### src/rtl/sync_fifo_32x16_pkg.sv
// Shared constants and word type for the 32x16 synchronous FIFO.
package sync_fifo_32x16_pkg;

    localparam int FIFO_DATA_W = 32;
    localparam int FIFO_DEPTH  = 16;
    localparam int FIFO_ADDR_W = 4;

    typedef logic [FIFO_DATA_W-1:0] fifo_word_t;

endpackage : sync_fifo_32x16_pkg

### src/rtl/sync_fifo_32x16.sv
// Single-clock 32x16 FIFO with registered read data (one-cycle read latency)
// and registered full/empty flags computed from the next-state occupancy.
module sync_fifo_32x16
    import sync_fifo_32x16_pkg::*;
#(
    parameter int DATA_W = FIFO_DATA_W,
    parameter int DEPTH  = FIFO_DEPTH,
    parameter int ADDR_W = FIFO_ADDR_W
) (
    input  logic              clk,
    input  logic              reset_n,
    input  logic [DATA_W-1:0] din,
    input  logic              wr_en,
    input  logic              rd_en,
    output logic [DATA_W-1:0] dout,
    output logic              full,
    output logic              empty
);

    logic [DATA_W-1:0] mem_r [DEPTH];
    logic [ADDR_W-1:0] wptr_r;
    logic [ADDR_W-1:0] rptr_r;
    logic [ADDR_W:0]   count_r;
    logic [ADDR_W:0]   count_nxt_s;
    logic              wr_acc_s;
    logic              rd_acc_s;

    // Accept only what the current flags allow; a blocked side never disturbs state.
    assign wr_acc_s = wr_en && !full;
    assign rd_acc_s = rd_en && !empty;

    // Next occupancy: simultaneous accepted read and write cancel out.
    always_comb begin
        count_nxt_s = count_r;
        case ({wr_acc_s, rd_acc_s})
            2'b10:   count_nxt_s = count_r + (ADDR_W+1)'(1);
            2'b01:   count_nxt_s = count_r - (ADDR_W+1)'(1);
            default: count_nxt_s = count_r;
        endcase
    end

    // Storage array; contents are don't-care after reset, so it carries no reset.
    always_ff @(posedge clk) begin
        if (wr_acc_s) begin
            mem_r[wptr_r] <= din;
        end
    end

    // Pointers, occupancy, registered read data and flags.
    always_ff @(posedge clk or negedge reset_n) begin
        if (!reset_n) begin
            wptr_r  <= '0;
            rptr_r  <= '0;
            count_r <= '0;
            dout    <= '0;
            full    <= 1'b0;
            empty   <= 1'b1;
        end else begin
            if (wr_acc_s) begin
                wptr_r <= wptr_r + ADDR_W'(1);
            end
            if (rd_acc_s) begin
                dout   <= mem_r[rptr_r];
                rptr_r <= rptr_r + ADDR_W'(1);
            end
            count_r <= count_nxt_s;
            full    <= (count_nxt_s == (ADDR_W+1)'(DEPTH));
            empty   <= (count_nxt_s == (ADDR_W+1)'(0));
        end
    end

endmodule : sync_fifo_32x16

### config.mk
export PLATFORM = sky130hd
export DESIGN_NAME = sync_fifo_32x16
export DESIGN_NICKNAME = d
export VERILOG_FILES = /design/src/rtl/sync_fifo_32x16_pkg.sv /design/src/rtl/sync_fifo_32x16.sv
export SDC_FILE = /design/constraint.sdc
export NUM_CORES = 1
export LEC_CHECK = 0
export CAP_MARGIN = 20
export CORE_ASPECT_RATIO = 1.25
export CORE_MARGIN = 2
export CORE_UTILIZATION = 33
export CTS_BUF_LIST = sky130_fd_sc_hd__clkbuf_8
export DETAILED_ROUTE_END_ITERATION = 10
export HOLD_SLACK_MARGIN = 0.06
export MAX_ROUTING_LAYER = met4
export PLACE_DENSITY = 0.45
export SKIP_CTS_REPAIR_TIMING = 1
export SYNTH_ARGS = -nofsm -noshare
export SYNTH_HDL_FRONTEND = slang
export SYNTH_SLANG_ARGS = --single-unit
### constraint.sdc
create_clock -name clk -period 6.2 [get_ports clk]
set_input_delay 1.24 -clock clk [delete_from_list [all_inputs] [get_ports clk]]
set_output_delay 1.24 -clock clk [all_outputs]
set_load 0.1 [all_outputs]
==> impl_results.rst, run 1 <==
.. list-table::
   :header-rows: 1

   * - Metric
     - Value
   * - Leading post-synthesis cells by cell area
     - sky130_fd_sc_hd__edfxtp_1 72%, sky130_fd_sc_hd__mux4_2 13%, sky130_fd_sc_hd__dfrtp_1 5.4%
   * - Relative slew slack
     - 28.7%
   * - DRC violations left
     - 0
   * - Dpl ws
     - 1930 ps
   * - Lkg Pwr
     - around 8.1 nW
   * - Count of flip-flops with a built-in enable after synthesis
     - 512
   * - Post-synth top area cell
     - sky130_fd_sc_hd__edfxtp_1
   * - Total global-route track usage
     - ~16%
   * - Largest clock skew in the final design
     - 35.5 ps
   * - Yosys reg bits
     - approximately 560
   * - Top cells by instance count after synthesis
     - 512 x sky130_fd_sc_hd__edfxtp_1, 128 x sky130_fd_sc_hd__mux4_2, 65 x sky130_fd_sc_hd__mux2i_1
   * - Total negative setup slack
     - 0 ps
   * - Clock tree buffer depth
     - 3
   * - CP max-delay cell
     - sky130_fd_sc_hd__clkdlybuf4s50_1
   * - CP startpoint kind
     - flip-flop
   * - Async set or reset register ratio after synthesis
     - 8.41%
   * - Last weighted congestion value of the routability-driven placer
     - 0.703
   * - Peak supply drop
     - about 230 uV
   * - MaxCap Viol Count
     - 0
   * - Share of final-layout standard cells stronger than drive strength 1
     - 24.5%
   * - Number of max-slew violations in the final report
     - 0
   * - Sequential share of the synthesized area
     - 77.5%
   * - Leading cell type by number of instances after synthesis
     - sky130_fd_sc_hd__edfxtp_1
   * - Average vias per placed instance
     - roughly 4.8
   * - Area enclosed by the die boundary
     - about 67000 sq um
   * - Clock Tree Root
     - sky130_fd_sc_hd__clkbuf_8
   * - Worst EP required
     - approximately 5000 ps
   * - Worst-skew pair later-pin latency
     - between 600 and 700 ps
   * - Unrepaired setup endpoints after global routing
     - no
   * - TritonCTS clock tree
     - done
   * - Global-route wire length before repair
     - about 73000 microns
   * - Final total power
     - between 10 and 15 mW
   * - Yosys cell types
     - 38
   * - Final worst setup slack
     - ~2600 ps
   * - Wirelength per Cell
     - approximately 24 microns
   * - Number of global-route vias before repair
     - ~11000
   * - Die Y-Extent
     - roughly 290 microns
   * - Total Routed Length
     - between 40000 and 50000 microns
   * - Iteration count of the initial detailed-routing pass
     - 4
   * - Worst Tran Pin Value
     - between 1000 and 1500 ps
   * - Largest stage delay on the critical path
     - 1120 ps
   * - Post-route fraction of the period consumed by the critical path
     - between 50% and 60%
   * - Total area of multi-input combinational cells
     - 4570 sq um
   * - Clock period minus final worst setup slack
     - between 3000 and 4000 ps
   * - Sequence of cells on the critical path
     - clkdlybuf4s50_1
   * - Number of H-tree branching levels
     - 3
   * - HPWL after DPL
     - between 20000 and 30000 microns
   * - Number of DRC markers after the initial detailed-route iteration
     - between 500 and 600
   * - Total number of vias
     - 9877
   * - Maximum number of pins on one net before global-route repair
     - around 110
   * - Core Area
     - approximately 64000 sq um
   * - Share of Yosys cell area claimed by the top area cell type
     - between 70% and 80%
   * - Die extent in x
     - 232 microns
   * - Arrival time at the worst endpoint
     - about 2300 ps
   * - Number of antenna violations at the first check in global routing
     - 1
   * - Final-layout fill cell count
     - about 5900
   * - Cell area after synthesis
     - between 20000 and 25000 sq um
   * - Kind of cell with the highest combined delay on the critical path
     - buffers and inverters
   * - Final hold violation count
     - 0
   * - Worst-path clk slew
     - approximately 60 ps
   * - Total grt overflow
     - 0
   * - Class of the most critical setup path
     - flip-flop to primary output
   * - Crit-path max FO
     - 2
   * - Count of warnings emitted by yosys
     - 0
   * - Number of nets in the layout
     - ~1200
   * - Average size of a mapped cell
     - between 20 and 25 sq um
   * - Setup crit end kind
     - primary output
   * - Syn Nets
     - a little over 1000
   * - Post-Layout Inst Area
     - between 20000 and 25000 sq um
   * - Primary FF master, synth
     - sky130_fd_sc_hd__edfxtp_1
   * - Fmax
     - between 200 and 300 MHz
   * - Area overhead of the layout relative to synthesis
     - 16.0%
   * - Io pins
     - 70
   * - Number of buffer and inverter stages on the critical path
     - 1
   * - Number of clock buffers inserted by TritonCTS
     - just over 90
   * - Worst hold path type
     - flip-flop to flip-flop
   * - FP Rows
     - ~100
   * - Gate count after technology mapping
     - 980
   * - Number of clock sinks seen by CTS
     - between 500 and 600
   * - Effective utilization at floorplan
     - 33.2%
   * - Port Buffers
     - 69
   * - Post-layout utilization of the core
     - between 30% and 40%
   * - Sequential cell area
     - 16600 sq um
   * - DP Area
     - 23000 sq um
   * - Post-route antenna net violation count
     - 0
   * - Power per unit of standard cell area
     - between 400 and 500 nW/um^2
   * - Status
     - finished, final reports clean
   * - Setup violations, final
     - 0
## metrics by stage
step | hold WS, ps | cells
floorplan | 446 | 980
global placement | 484 | 1864
detailed placement | 471 | 1864
CTS | 485 | 2035
global route | 509 | 2037
finish | 481 | 2037
## state kept, by name, summed over array words and instances (netlist names)
register  flops
empty         1
mem_r       512
full          1
wptr_r        4
rptr_r        4
dout         32
count_r       5
## worst paths after layout
kind | from | end | slack [ps] | cells after the start
worst min-delay path | count_r[4] | count_r[4] | 480 | 1
max in group asynchronous | reset_n | rptr_r[0] | 4840 | 2
worst max-delay path | empty | empty | 2620 | 1
worst max register to register | empty | empty | 3150 | 11
worst min register to register | count_r[4] | count_r[4] | 480 | 1
min in group asynchronous | reset_n | dout[22] | 730 | 2
## kinds of logic (layout without fill, tap and decap cells)
kind of cell | Yosys count | count (layout) | share of synthesized area [%]
fa+ha+maj | 9 | 9 | 0.527
compound gates | 74 | 74 | 1.85
buf+inv | 54 | 262 | 1.26
xor+xnor | 12 | 12 | 0.492
flops | 559 | 559 | 77.5
simple gates | 78 | 78 | 1.81
mux | 194 | 194 | 16.6
other cells | 0 | 1 | 0
## metal layers
metal	vias up	track usage [%]	wire, microns
met5	-	-	0
met4	0	5.03	822
met3	62	2.55	2100
met2	225	25.0	24100
met1	5272	20.4	21800
li1	4318	-	-
## placed cells by master, fill, tap and decap left out, types with 2 or more instances in the layout
master                              n
sky130_fd_sc_hd__nor2b_1            3
sky130_fd_sc_hd__clkdlybuf4s50_1   68
sky130_fd_sc_hd__clkinv_2          10
sky130_fd_sc_hd__ha_1               9
sky130_fd_sc_hd__xor2_1             4
sky130_fd_sc_hd__nand2_1            9
sky130_fd_sc_hd__o21ai_1           31
sky130_fd_sc_hd__dfrtp_1           43
sky130_fd_sc_hd__o21a_1             2
sky130_fd_sc_hd__buf_12             3
sky130_fd_sc_hd__clkbuf_8         101
sky130_fd_sc_hd__mux2i_1           65
sky130_fd_sc_hd__mux4_2           128
sky130_fd_sc_hd__nand2b_2           2
sky130_fd_sc_hd__o21ai_0            3
sky130_fd_sc_hd__xnor2_1            8
sky130_fd_sc_hd__buf_4             15
sky130_fd_sc_hd__a21oi_1           33
sky130_fd_sc_hd__dfrtp_4            3
sky130_fd_sc_hd__clkinv_1          26
sky130_fd_sc_hd__inv_1             32
sky130_fd_sc_hd__edfxtp_1         512
sky130_fd_sc_hd__nor2_1            37
sky130_fd_sc_hd__and2_2            16
sky130_fd_sc_hd__nand4_1            2
sky130_fd_sc_hd__clkinvlp_4         3
## final cells by class
class	instances	area share, %
clock inverter	70	1.29
antenna	1	0.0101
multi-input combinational	367	18.4
tap	848	4.28
inverter	4	0.0606
sequential	559	66.8
timing repair buffer	87	3.46
clock buffer	101	5.61
## power by group
group	internal, mW	switching (mW)
combinational	1.44	2.27
clock	1.54	1.45
sequential	4.64	0.358
total	7.62	4.08
(Power assumes the default switching activity.)
==> inputs of run 2 (changes only) <==
- clock period: 6.2 -> 3.3 ns (I/O delays scaled with it)
==> impl_results.rst, run 2 (same netlist as run 1, synthesis figures left out) <==
.. list-table::
   :header-rows: 1

   * - Metric
     - Value
   * - Status
     - finished, final reports clean
   * - Total number of vias
     - 10032 (+1.6%)
   * - Area overhead of the layout relative to synthesis
     - 17.9%
   * - Share of total power in the clock network
     - 24.5% (-1.1 points)
   * - Class of the most critical setup path
     - primary input to flip-flop
   * - Final total power
     - 22.1 mW (+89%)
   * - Fmax
     - 381 MHz
   * - Arrival time at the worst endpoint
     - 3210 ps (+870 ps)
   * - Number of max-slew violations in the final report
     - 0 (unchanged)
   * - Number of global-route vias before repair
     - 10963 (+0.53%)
   * - Total Routed Length
     - 49500 microns (+1.4%)
   * - Global-route wire length before repair
     - 73600 microns (+0.93%)
   * - Relative slew slack
     - 49.6% (+21 points)
   * - Number of DRC markers after the initial detailed-route iteration
     - 677 (+17%)
   * - Maximum number of pins on one net before global-route repair
     - 41 (-62%)
   * - Power per unit of standard cell area
     - 876 nW/um^2 (+86%)
   * - TritonCTS clock tree
     - done
   * - CP startpoint kind
     - primary input
   * - Sequential cell area
     - 16600 sq um (unchanged)
   * - Setup violations, final
     - 0 (unchanged)
   * - Wirelength per Cell
     - 24.0 microns (about the same)
   * - Number of nets in the layout
     - 1191 (+3.0%)
   * - DRC violations left
     - 0 (unchanged)
   * - Register with the highest flop count
     - mem_r
   * - Peak supply drop
     - 600 uV (+160%)
   * - MaxCap Viol Count
     - 0 (unchanged)
   * - Last weighted congestion value of the routability-driven placer
     - 0.692 (-1.6%)
   * - Die extent in x
     - 232 microns (unchanged)
   * - Total grt overflow
     - 0 (unchanged)
   * - Port Buffers
     - 69 (unchanged)
   * - Total global-route track usage
     - 15.8% (+0.19 points)
   * - Post-route antenna net violation count
     - 0 (unchanged)
   * - Setup crit end kind
     - flip-flop
   * - Unrepaired setup endpoints after global routing
     - no
   * - Number of flip-flops under the largest register name
     - 512 (unchanged)
   * - Dpl ws
     - 40.2 ps (-1890 ps)
   * - Share of final-layout standard cells stronger than drive strength 1
     - 29.1% (+4.6 points)
   * - Post-route fraction of the period consumed by the critical path
     - 79.6%
   * - Number of H-tree branching levels
     - 3 (unchanged)
   * - Largest clock skew in the final design
     - 18.5 ps (-17.0 ps)
   * - Final worst setup slack
     - 673 ps (-1950 ps)
   * - Total negative setup slack
     - 0 ps (unchanged)
   * - Final-layout fill cell count
     - 5890 (-0.54%)
   * - Crit-path max FO
     - 9 (+7)
   * - Internal Dissipation
     - 14.4 mW (+89%)
   * - Die Y-Extent
     - 288 microns (unchanged)
   * - HPWL after DPL
     - 29100 microns (+6.6%)
   * - Average vias per placed instance
     - 4.86 (+0.14%)
   * - Final hold slack
     - 479 ps (-1.10 ps)
   * - Number of clock sinks seen by CTS
     - 559 (unchanged)
   * - Lkg Pwr
     - 8.41 nW (+3.5%)
   * - Area enclosed by the die boundary
     - 66800 sq um (unchanged)
   * - Clock tree buffer depth
     - 3 (unchanged)
   * - Io pins
     - 70 (unchanged)
   * - Sequential share of power
     - 42.5% (-0.2 points)
   * - Worst-skew pair later-pin latency
     - 660 ps (-30 ps)
   * - Final hold violation count
     - 0 (unchanged)
   * - Iteration count of the initial detailed-routing pass
     - 5 (+1)
   * - Clock Tree Root
     - sky130_fd_sc_hd__clkbuf_8
   * - Worst EP required
     - 3880 ps (-1080 ps)
   * - Clock period minus final worst setup slack
     - around 2600 ps
   * - Highest-count cells in the layout ignoring fill and taps
     - 512 x sky130_fd_sc_hd__edfxtp_1, 128 x sky130_fd_sc_hd__mux4_2, 96 x sky130_fd_sc_hd__clkbuf_8
   * - Worst Tran Pin Value
     - 755 ps (-314 ps)
   * - Worst-path clk slew
     - 50 ps (about the same)
   * - Number of antenna violations at the first check in global routing
     - 1 (unchanged)
   * - Biggest regs
     - mem_r: 512 flops, dout: 32 flops, count_r: 5 flops
   * - Post-layout utilization of the core
     - 39.2% (+0.63 points)
   * - Share of total power consumed by net switching
     - 34.7% (-0.19 points)
   * - Most common library cell in the layout ignoring fill and taps
     - sky130_fd_sc_hd__edfxtp_1
   * - FP Rows
     - 104 (unchanged)
   * - Proportion of power drawn by combinational gates
     - 33.0% (+1.3 points)
   * - Number of clock buffers inserted by TritonCTS
     - 90 (-2.2%)
   * - Effective utilization at floorplan
     - 33.2% (unchanged)
   * - Total area of multi-input combinational cells
     - 4570 sq um (unchanged)
   * - Switching power of the nets
     - 7.66 mW (+88%)
   * - Worst hold path type
     - flip-flop to flip-flop
   * - Core Area
     - 64300 sq um (unchanged)
==> run 2: final cells by class <==
cell class,count,area share [%]
diodes,1,0.00993
clock inverters,67,1.19
inverters,4,0.0596
well taps,848,4.21
flip-flops and latches,559,65.8
multi-input cells,367,18.2
repair buffers,124,5.37
clock buffers,96,5.25
==> run 2: worst paths after layout <==
path                       startpoint    endpoint  slack (ps)  cells past startpoint
min in group asynchronous     reset_n    dout[23]         550                      2
max reg2reg                      full        full         770                     10
min                        count_r[4]  count_r[4]         480                      1
min reg2reg                count_r[4]  count_r[4]         480                      1
max                             wr_en        full         670                     11
max in group asynchronous     reset_n       empty        1970                      3
==> run 2: stage by stage <==
stage / std cells / instance area (sq um)
2_1_floorplan: 980 / 21400
3_3_place_gp: 1901 / 23600
3_5_place_dp: 1901 / 23600
4_1_cts: 2064 / 25200
5_1_grt: 2066 / 25200
6_report: 2066 / 25200
==> run 2: per-layer routing <==
metal / share of wire [%] / up-vias / global-route usage, %
li1: - / 4378 / -
met1: 43 / 5381 / 19.9
met2: 51 / 206 / 26.1
met3: 4.0 / 67 / 2.77
met4: 1.6 / 0 / 4.78
met5: 0 / - / -
==> run 2: power by group through the flow <==
stage / Sequential, mW / Clock, mW / Combinational (mW)
3_5_place_dp: 9.55 / 0 / 7.48
4_1_cts: 9.41 / 5.64 / 7.49
6_report: 9.38 / 5.41 / 7.28
2_1_floorplan: 10.5 / 0 / 4.00
3_3_place_gp: 9.54 / 0 / 7.46
5_1_grt: 9.49 / 5.91 / 7.82
==> run 2: critical path: stages <==
cell                              delay (ps)
sky130_fd_sc_hd__clkdlybuf4s50_1         450
sky130_fd_sc_hd__nor2b_1                 240
sky130_fd_sc_hd__inv_1                   160
sky130_fd_sc_hd__ha_1                    340
sky130_fd_sc_hd__xor2_1                  200
sky130_fd_sc_hd__ha_1                    220
sky130_fd_sc_hd__o21a_1                  180
sky130_fd_sc_hd__o21a_1                  160
sky130_fd_sc_hd__o32ai_1                 190
sky130_fd_sc_hd__xor2_1                  250
sky130_fd_sc_hd__nor2b_1                 150
